### src/rtl/can_bit_timing.sv
// CAN receive bit timing: tq prescaler, SYNC/TSEG1/TSEG2 sequencer, hard sync and SJW-limited resync.
// rx reaches the edge detector 2 clocks late; all strobes are registered and one clock wide, no backpressure.
module can_bit_timing (
  input  logic       clk100Mhz,
  input  logic       reset,
  input  logic [7:0] brp,
  input  logic [3:0] tseg1,
  input  logic [2:0] tseg2,
  input  logic [1:0] sjw,
  input  logic       hard_sync_en,
  input  logic       rx,
  input  logic       tx_bit,
  output logic       can_tx,
  output logic       sample_pulse,
  output logic       sampled_bit,
  output logic       tx_point,
  output logic       resync_event
);
  typedef enum logic [1:0] {ST_SYNC, ST_TSEG1, ST_TSEG2} state_t;

  state_t     state_q, state_d;
  logic [7:0] presc_q, presc_d;
  logic [4:0] seg_cnt_q, seg_cnt_d;
  logic [4:0] t1_lim_q, t1_lim_d;
  logic [4:0] t2_lim_q, t2_lim_d;
  logic       resync_done_q, resync_done_d;
  logic       rx_meta_q, rx_meta_d;
  logic       rx_s_q, rx_s_d;
  logic       rx_prev_q, rx_prev_d;
  logic       can_tx_q, can_tx_d;
  logic       sample_pulse_q, sample_pulse_d;
  logic       sampled_bit_q, sampled_bit_d;
  logic       tx_point_q, tx_point_d;
  logic       resync_event_q, resync_event_d;

  logic       tq_tick, rx_fall, hard_sync, resync_ok, end_early;
  logic [4:0] t1_cfg, t2_cfg, sjw_tq, t1_err, t1_jump, t2_err, t1_eff, t2_eff;

  assign can_tx       = can_tx_q;
  assign sample_pulse = sample_pulse_q;
  assign sampled_bit  = sampled_bit_q;
  assign tx_point     = tx_point_q;
  assign resync_event = resync_event_q;

  always_comb begin
    rx_meta_d      = rx;
    rx_s_d         = rx_meta_q;
    rx_prev_d      = rx_s_q;
    state_d        = state_q;
    seg_cnt_d      = seg_cnt_q;
    t1_lim_d       = t1_lim_q;
    t2_lim_d       = t2_lim_q;
    resync_done_d  = resync_done_q;
    can_tx_d       = can_tx_q;
    sampled_bit_d  = sampled_bit_q;
    sample_pulse_d = 1'b0;
    tx_point_d     = 1'b0;
    resync_event_d = 1'b0;
    end_early      = 1'b0;

    tq_tick   = (presc_q == brp);
    presc_d   = tq_tick ? 8'd0 : presc_q + 8'd1;
    rx_fall   = rx_prev_q & ~rx_s_q;
    hard_sync = hard_sync_en & rx_fall;
    resync_ok = rx_fall & ~hard_sync_en & ~resync_done_q & sampled_bit_q;

    t1_cfg  = (tseg1 == 4'd0) ? 5'd1 : {1'b0, tseg1};
    t2_cfg  = (tseg2 == 3'd0) ? 5'd1 : {2'b0, tseg2};
    sjw_tq  = {3'b0, sjw} + 5'd1;
    t1_err  = seg_cnt_q + 5'd1;
    t1_jump = (t1_err < sjw_tq) ? t1_err : sjw_tq;
    t2_err  = t2_lim_q - seg_cnt_q;
    t1_eff  = t1_lim_q;
    t2_eff  = t2_lim_q;

    if (hard_sync) begin
      state_d        = ST_SYNC;
      presc_d        = 8'd0;
      seg_cnt_d      = 5'd0;
      resync_done_d  = 1'b1;
      resync_event_d = 1'b1;
    end else begin
      // The adjusted limit is used in this same cycle so a tick that coincides with the edge sees it.
      if (resync_ok && state_q == ST_TSEG1) begin
        t1_eff         = t1_lim_q + t1_jump;
        t1_lim_d       = t1_eff;
        resync_done_d  = 1'b1;
        resync_event_d = 1'b1;
      end
      if (resync_ok && state_q == ST_TSEG2) begin
        if (t2_err <= sjw_tq) begin
          end_early = 1'b1;
        end else begin
          t2_eff   = t2_lim_q - sjw_tq;
          t2_lim_d = t2_eff;
        end
        resync_done_d  = 1'b1;
        resync_event_d = 1'b1;
      end

      if (end_early) begin
        state_d    = ST_SYNC;
        presc_d    = 8'd0;
        seg_cnt_d  = 5'd0;
        tx_point_d = 1'b1;
        can_tx_d   = tx_bit;
      end else if (tq_tick) begin
        case (state_q)
          ST_SYNC: begin
            state_d   = ST_TSEG1;
            seg_cnt_d = 5'd0;
            t1_lim_d  = t1_cfg;
          end
          ST_TSEG1: begin
            if (seg_cnt_q == t1_eff - 5'd1) begin
              state_d        = ST_TSEG2;
              seg_cnt_d      = 5'd0;
              t2_lim_d       = t2_cfg;
              sample_pulse_d = 1'b1;
              sampled_bit_d  = rx_s_q;
            end else begin
              seg_cnt_d = seg_cnt_q + 5'd1;
            end
          end
          ST_TSEG2: begin
            if (seg_cnt_q == t2_eff - 5'd1) begin
              state_d       = ST_SYNC;
              seg_cnt_d     = 5'd0;
              tx_point_d    = 1'b1;
              can_tx_d      = tx_bit;
              resync_done_d = 1'b0;
            end else begin
              seg_cnt_d = seg_cnt_q + 5'd1;
            end
          end
          default: begin
            state_d   = ST_SYNC;
            seg_cnt_d = 5'd0;
          end
        endcase
      end
    end
  end

  always_ff @(posedge clk100Mhz) begin
    if (reset) begin
      state_q        <= ST_SYNC;
      presc_q        <= 8'd0;
      seg_cnt_q      <= 5'd0;
      t1_lim_q       <= 5'd1;
      t2_lim_q       <= 5'd1;
      resync_done_q  <= 1'b0;
      rx_meta_q      <= 1'b1;
      rx_s_q         <= 1'b1;
      rx_prev_q      <= 1'b1;
      can_tx_q       <= 1'b1;
      sample_pulse_q <= 1'b0;
      sampled_bit_q  <= 1'b1;
      tx_point_q     <= 1'b0;
      resync_event_q <= 1'b0;
    end else begin
      state_q        <= state_d;
      presc_q        <= presc_d;
      seg_cnt_q      <= seg_cnt_d;
      t1_lim_q       <= t1_lim_d;
      t2_lim_q       <= t2_lim_d;
      resync_done_q  <= resync_done_d;
      rx_meta_q      <= rx_meta_d;
      rx_s_q         <= rx_s_d;
      rx_prev_q      <= rx_prev_d;
      can_tx_q       <= can_tx_d;
      sample_pulse_q <= sample_pulse_d;
      sampled_bit_q  <= sampled_bit_d;
      tx_point_q     <= tx_point_d;
      resync_event_q <= resync_event_d;
    end
  end
endmodule

### config.mk
export PLATFORM = sky130hd
export DESIGN_NAME = can_bit_timing
export DESIGN_NICKNAME = d
export VERILOG_FILES = /design/src/rtl/can_bit_timing.sv
export SDC_FILE = /design/constraint.sdc
export NUM_CORES = 1
export LEC_CHECK = 0
export ABC_AREA = 1
export BUFFER_PORTS_ARGS = -buffer_cell sky130_fd_sc_hd__buf_2
export CELL_PAD_IN_SITES_DETAIL_PLACEMENT = 0
export CELL_PAD_IN_SITES_GLOBAL_PLACEMENT = 1
export CORE_MARGIN = 2
export CORE_UTILIZATION = 25
export CTS_CLUSTER_SIZE = 10
export DETAILED_ROUTE_END_ITERATION = 7
export HOLD_SLACK_MARGIN = 0.06
export PLACE_DENSITY = 0.55
export REMOVE_ABC_BUFFERS = 1
export SLEW_MARGIN = 0
export SYNTH_ARGS = -nofsm -noshare
export SYNTH_HDL_FRONTEND = slang
export SYNTH_SLANG_ARGS = --single-unit
### constraint.sdc
create_clock -name clk100Mhz -period 5.6 [get_ports clk100Mhz]
set_input_delay 1.4 -clock clk100Mhz [delete_from_list [all_inputs] [get_ports clk100Mhz]]
set_output_delay 1.4 -clock clk100Mhz [all_outputs]
set_load 0.01 [all_outputs]
Word-level counts from Yosys, hierarchy flattened
Index checks and enable logic that the tools add are counted.
{ "classes": {"n_reduce_logical": 15, "muxes": 43, "order_cmp": 2, "n_addsub": 8, "bitwise_logic": 12, "n_eq_ne": 7} }
{ "op_table": {"columns": ["cell", "count"], "rows": [
  ["$mux W5", 15],
  ["$mux W1", 22],
  ["$eq A5 B5 Y1", 2],
  ["$pmux W5 S2", 1],
  ["$sub A5 B1 Y5 const B", 2],
  ["$add A8 B1 Y8 const B", 1],
  ["$eq A8 B8 Y1", 1],
  ["$not A1 Y1", 7],
  ["$pmux W2 S3", 1],
  ["$reduce_bool A2 Y1", 3],
  ["$add A5 B1 Y5 const B", 1],
  ["$add A5 B5 Y5", 1],
  ["$and A1 B1 Y1", 5],
  ["$le A5 B3 Y1", 1],
  ["$lt A5 B3 Y1", 1],
  ["$reduce_and A5 Y1", 1],
  ["$reduce_or A5 Y1", 1],
  ["$sub A5 B3 Y5", 1],
  ["$sub A5 B5 Y5", 1],
  ["$logic_not A4 Y1", 1],
  ["$mux W2", 2],
  ["$mux W4", 1],
  ["$ne A2 B1 Y1 const B", 2],
  ["$reduce_and A4 Y1", 1],
  ["11 further kinds", 12]
]} }
{ "word_totals": {"in_bits": 22, "elab_cells": 101, "output_inout_bits": 5, "regBits": 34} }

Logic depth before layout (Yosys ltp)
{ "depth": {"depth_word": 15, "depth_mapped": 27, "depth_no_buf": 27} }

Worst setup path before layout
OpenSTA, ideal clock, no wires.
{ "synth_path": {"kind": "input -> register", "start": "in sjw[0]", "end": "reg seg_cnt_q[0]", "setup_time_ps": 122, "t_required_ps": 5478, "path_stages": 25, "setup_slack_ps": 734, "arrival_ps": 4744, "path_buffers": 0, "cell_sequence": "ha_1 inv_1 ha_1 o21ai_0 nand2_1 a2111oi_2 nand2_1 o21ai_0 ha_1 inv_1 fa_1 nor2_1 nor2_1 nor2_1 o21ai_0 xor2_1 xor2_1 nand2_1 nand2_1 nor2_4 nand2_1 nand2_2 nand2_2 nand2_4 a21oi_2"} }
{ "synth_via": {"elab_chain_len": 10, "word_cells_on_any_way": 22, "classes_between": "add/sub (5); order compare (2); eq/ne (2); mux (12); reduce/logical (1)"} }
{ "synth_lines": {"columns": ["item", "line", "rtl"], "rows": [
  ["start: declaration", "9", "input logic [1:0] sjw,"],
  ["$add A2 B1 Y3 *", "69", "sjw_tq = {3'b0, sjw} + 5'd1;"],
  ["$lt A5 B3 Y1", "71", "t1_jump = (t1_err < sjw_tq) ? t1_err : sjw_tq;"],
  ["$mux W5", "71", null],
  ["$add A5 B5 Y5", "85", "t1_eff = t1_lim_q + t1_jump;"],
  ["$mux W5", "84", "if (resync_ok && state_q == ST_TSEG1) begin"],
  ["$mux W5", "76", "if (hard_sync) begin"],
  ["$sub A5 B1 Y5", "115", "if (seg_cnt_q == t1_eff - 5'd1) begin"],
  ["$eq A5 B5 Y1", "115", null],
  ["$mux W5", "115", null],
  ["$pmux W5 S2", "108", "case (state_q)"],
  ["end signal: assignment", "164", "seg_cnt_q <= seg_cnt_d;"],
  ["end: declaration", "23", "logic [4:0] seg_cnt_q, seg_cnt_d;"]
]} }
Mark *: on every way between the ends. The rest lies on a longest branch, timed or not. The select of a mux whose other input is x is not followed.
A chain may end at the register's enable or synchronous reset.

Final worst setup path
{ "layout_path": {"start": "in sjw[0]", "end": "reg t2_lim_q[1]"} }
{ "layout_via": {"elab_chain_len": 12, "word_cells_on_any_way": 19, "classes_between": "add/sub (4); order compare (2); eq/ne (1); mux (12)"} }
{ "layout_lines": {"columns": ["item", "line", "rtl"], "rows": [
  ["$add A2 B1 Y3 *", "69", null],
  ["$lt A5 B3 Y1", "71", null],
  ["$mux W5", "71", null],
  ["$add A5 B5 Y5", "85", null],
  ["$mux W5", "84", null],
  ["$mux W5", "76", null],
  ["$sub A5 B1 Y5", "115", null],
  ["$eq A5 B5 Y1", "115", null],
  ["$mux W5", "115", null],
  ["$mux W5", "108", null],
  ["$mux W5", "107", "end else if (tq_tick) begin"],
  ["$mux W5 *", "101", "if (end_early) begin"],
  ["end signal: assignment", "166", "t2_lim_q <= t2_lim_d;"],
  ["end: declaration", "25", "logic [4:0] t2_lim_q, t2_lim_d;"]
]} }
Marked as above.

==> results.md <==
- Largest net degree at the start of global routing: 12
- Synth unique cells: 45
- PortBufs: 26
- Tightest Pin Transition: 594 ps
- Detail Route Antenna Nets: 0
- DIE WIDTH: 111 um
- Worst Path Required: roughly 5800 ps
- Period utilization: around nine tenths
- Initial core utilization: 25.4%
- Slew Limit Fails: 0
- Max-Slew Margin vs Limit: roughly 60%
- Wirelength per Cell: ~12 um
- Post-CTS Setup Bufs: 0
- Ports: 27
- Initial antenna violation count: 0
- Number of global-route vias before repair: between 2000 and 3000
- Layout area overhead: 15.4%
- Placed Area: roughly 3200 sq um
- GRT Resource Usage Total: approximately 12%
- Worst-Skew Late Latency: between 200 and 300 ps
- Setup TNS: 0 ps
- Filler cell count: roughly 1300
- Final Util: between 20 and 30%
- Setup Crit Path Kind: input pin to register
- Mapped Cells: 414
- CP max FO: 8
- Clock Path Buffers: 2
- CP bufs+invs: 4
- Vias post-DR: 2550
- Non-filler cells, final: roughly 600
- Unrepaired setup endpoints after global routing: false
- Ant diodes: 0
- Clock Sinks: 34
- Peak VDD IR: between 0.00008 and 0.00009 V
- Worst Path Arrival: 5220 ps
- TritonCTS Buffers: 5
- Cell family with most CP delay: adder cells
- Drt drc: 0
- Die Y-Extent: approximately 110 um
- Synth warn: 0
- Cell Pwr Density: about 190 nW/um^2
- Final hold violation count: 0
- Post-synthesis area per instance: 6.95 sq um
- Vias/cell: 4.34
- First-pass GRT wire length: about 12000 um
- 1st-iter DRT viols: 124
- Worst path slowest cell: a2111oi_4
- Max incr delay on CP: between 400 and 500 ps
- Die Area: ~12000 sq um
- Root Buffer: clkbuf_16
- Core area: roughly 11000 sq um
- Layout cells sized above 1: 19.4%
- Pre-Repair DR Iteration Count: 4
- Final RePlAce weighted congestion: about 0.75
- Top achievable clock speed: roughly 200 MHz
- CP startpoint kind: input pin
- Mapped cell area: 2880 sq um
- Reg clk slew, reported paths: around 60 ps
- Cell repeated most along the worst path: nand2_1
- Grt ovf: 0
- H-Tree Depth: 2
- Setup-failing EPs final: 0
- Synthesis-stage register bit count: 34
- DP HPWL: around 5800 um
- Nets@finish: a little under 500
- Placed cells: between 500 and 600
- Post-route cell area: around 3300 sq um
- P_leak: 1.65 nW
- Status: finished, final reports clean
- Max cap viols: 0
- Final WL: 7040 um
- Post-layout minimum cycle time: 5050 ps
- CTS tree: built
- Final Skew: 4.69 ps
- CP Capture Type: register
- # rows: 39
- Register area share after synthesis: 23.6%
- Worst hold-check path type: register to register
sequential cells by signal, indices dropped and copies added (netlist names):
register / count
state_q: 2
seg_cnt_q: 5
rx_prev_d: 1
presc_q: 8
resync_event: 1
rx_prev_q: 1
t1_lim_q: 5
t2_lim_q: 5
rx_meta_q: 1
sample_pulse: 1
tx_point: 1
can_tx: 1
sampled_bit: 1
resync_done_q: 1
path summary, 6_finish.rpt:
check / start / to / slack [ps] / depth (start not counted)
max: sjw[0] / t2_lim_q[1]$_SDFFE_PP0N_ / 550 / 26
min: rx_meta_q$_SDFF_PP1_ / rx_prev_d$_SDFF_PP1_ / 410 / 1
max reg2reg: seg_cnt_q[1]$_SDFFE_PP0N_ / t2_lim_q[1]$_SDFFE_PP0N_ / 1270 / 23
min reg2reg: rx_meta_q$_SDFF_PP1_ / rx_prev_d$_SDFF_PP1_ / 410 / 1
cells in the final DEF, fill, tap and decap left out, types with 3 or more instances in the layout:
master     instances
nand4_1            6
clkbuf_16          5
inv_2              5
o21ai_2            7
dfxtp_1           34
nand2_2           10
o21ai_0           15
ha_1              25
nor2_1            30
a21oi_1            8
nand3_1           31
fa_1               3
xnor2_1            4
nand3_2            4
buf_2             26
xor2_1            17
nand2_1          102
nor2_2             7
inv_1             64
or2_2              6
metal layers:
layer	global-route usage, %	up-vias	share of wire, %
li1	-	1370	-
met1	15.5	1138	48
met2	21.2	34	49
met3	2.02	8	2.4
met4	3.54	0	1.2
met5	0	-	0
repair_timing:
item | CTS | global route
gates resized for setup | 0 | 1
setup endpoints to repair | 0 | 8
hold buffers | 0 | 0
where the power goes:
group	switching (mW)	internal, mW
Sequential	0.00321	0.246
Combinational	0.0514	0.0328
Clock	0.111	0.176
metrics by stage:
stage | setup slack [ps] | power (mW) | hold slack, ps
detailed placement | 148 | 0.339 | 397
global route | 60.8 | 0.655 | 434
global placement | 266 | 0.338 | 393
CTS | 424 | 0.629 | 411
finish | 555 | 0.620 | 413
floorplan | 734 | 0.313 | 389
kinds of logic after synthesis:
kind of cell,Yosys count,synth area share (%)
fa+ha+maj,28,13.0
other cells,1,0.130
simple gates,212,36.4
flops,34,23.6
compound gates,43,10.0
xor+xnor,21,6.39
buf+inv,75,10.5
worst reg2reg max path: stages, from the launching register on:
cell       delay (ps)
dfxtp_1           490
ha_1              240
xor2_1            300
ha_1              330
a2111oi_4         460
nand2_1            80
o21ai_0           100
ha_1              200
inv_1              60
fa_1              380
nor2_1            180
nor2_1             60
nor2_1             70
o21ai_0           110
xor2_1            320
xor2_1            110
nand2_1            80
nand2_1            80
nor2_4            120
nand4_4           180
inv_2             110
nand2_1            50
nand3_1            60
nand2_1            50
cell usage after synthesis, drive strengths merged:
cell / instances / area, sq um
a2111oi: 2 / 23.8
a211oi: 2 / 15.0
a21oi: 9 / 48.8
a31oi: 1 / 6.26
buf: 3 / 30.0
clkbuf: 2 / 7.51
conb: 1 / 3.75
dfxtp: 34 / 681
fa: 3 / 60.1
ha: 25 / 313
inv: 70 / 265
nand2: 114 / 468
nand3: 37 / 230
nand3b: 2 / 15.0
nand4: 7 / 58.8
nor2: 39 / 188
nor2b: 1 / 13.8
nor3: 2 / 10.0
nor3b: 1 / 7.51
nor4: 1 / 6.26
o21ai: 24 / 158
o221ai: 1 / 8.76
o22ai: 2 / 12.5
o31ai: 2 / 15.0
or2: 8 / 50.1
xnor2: 4 / 35.0
xor2: 17 / 149
cell type report:
class | instances | area [sq um] | area share [%]
clock buffer | 6 | 139 | 4.18
clock inverter | 2 | 12.5 | 0.377
inverter | 70 | 265 | 7.98
multi-input combinational | 305 | 1910 | 57.4
sequential | 34 | 681 | 20.5
tap | 143 | 179 | 5.39
timing repair buffer | 27 | 138 | 4.14
Power figures use the tool's default switching activity.
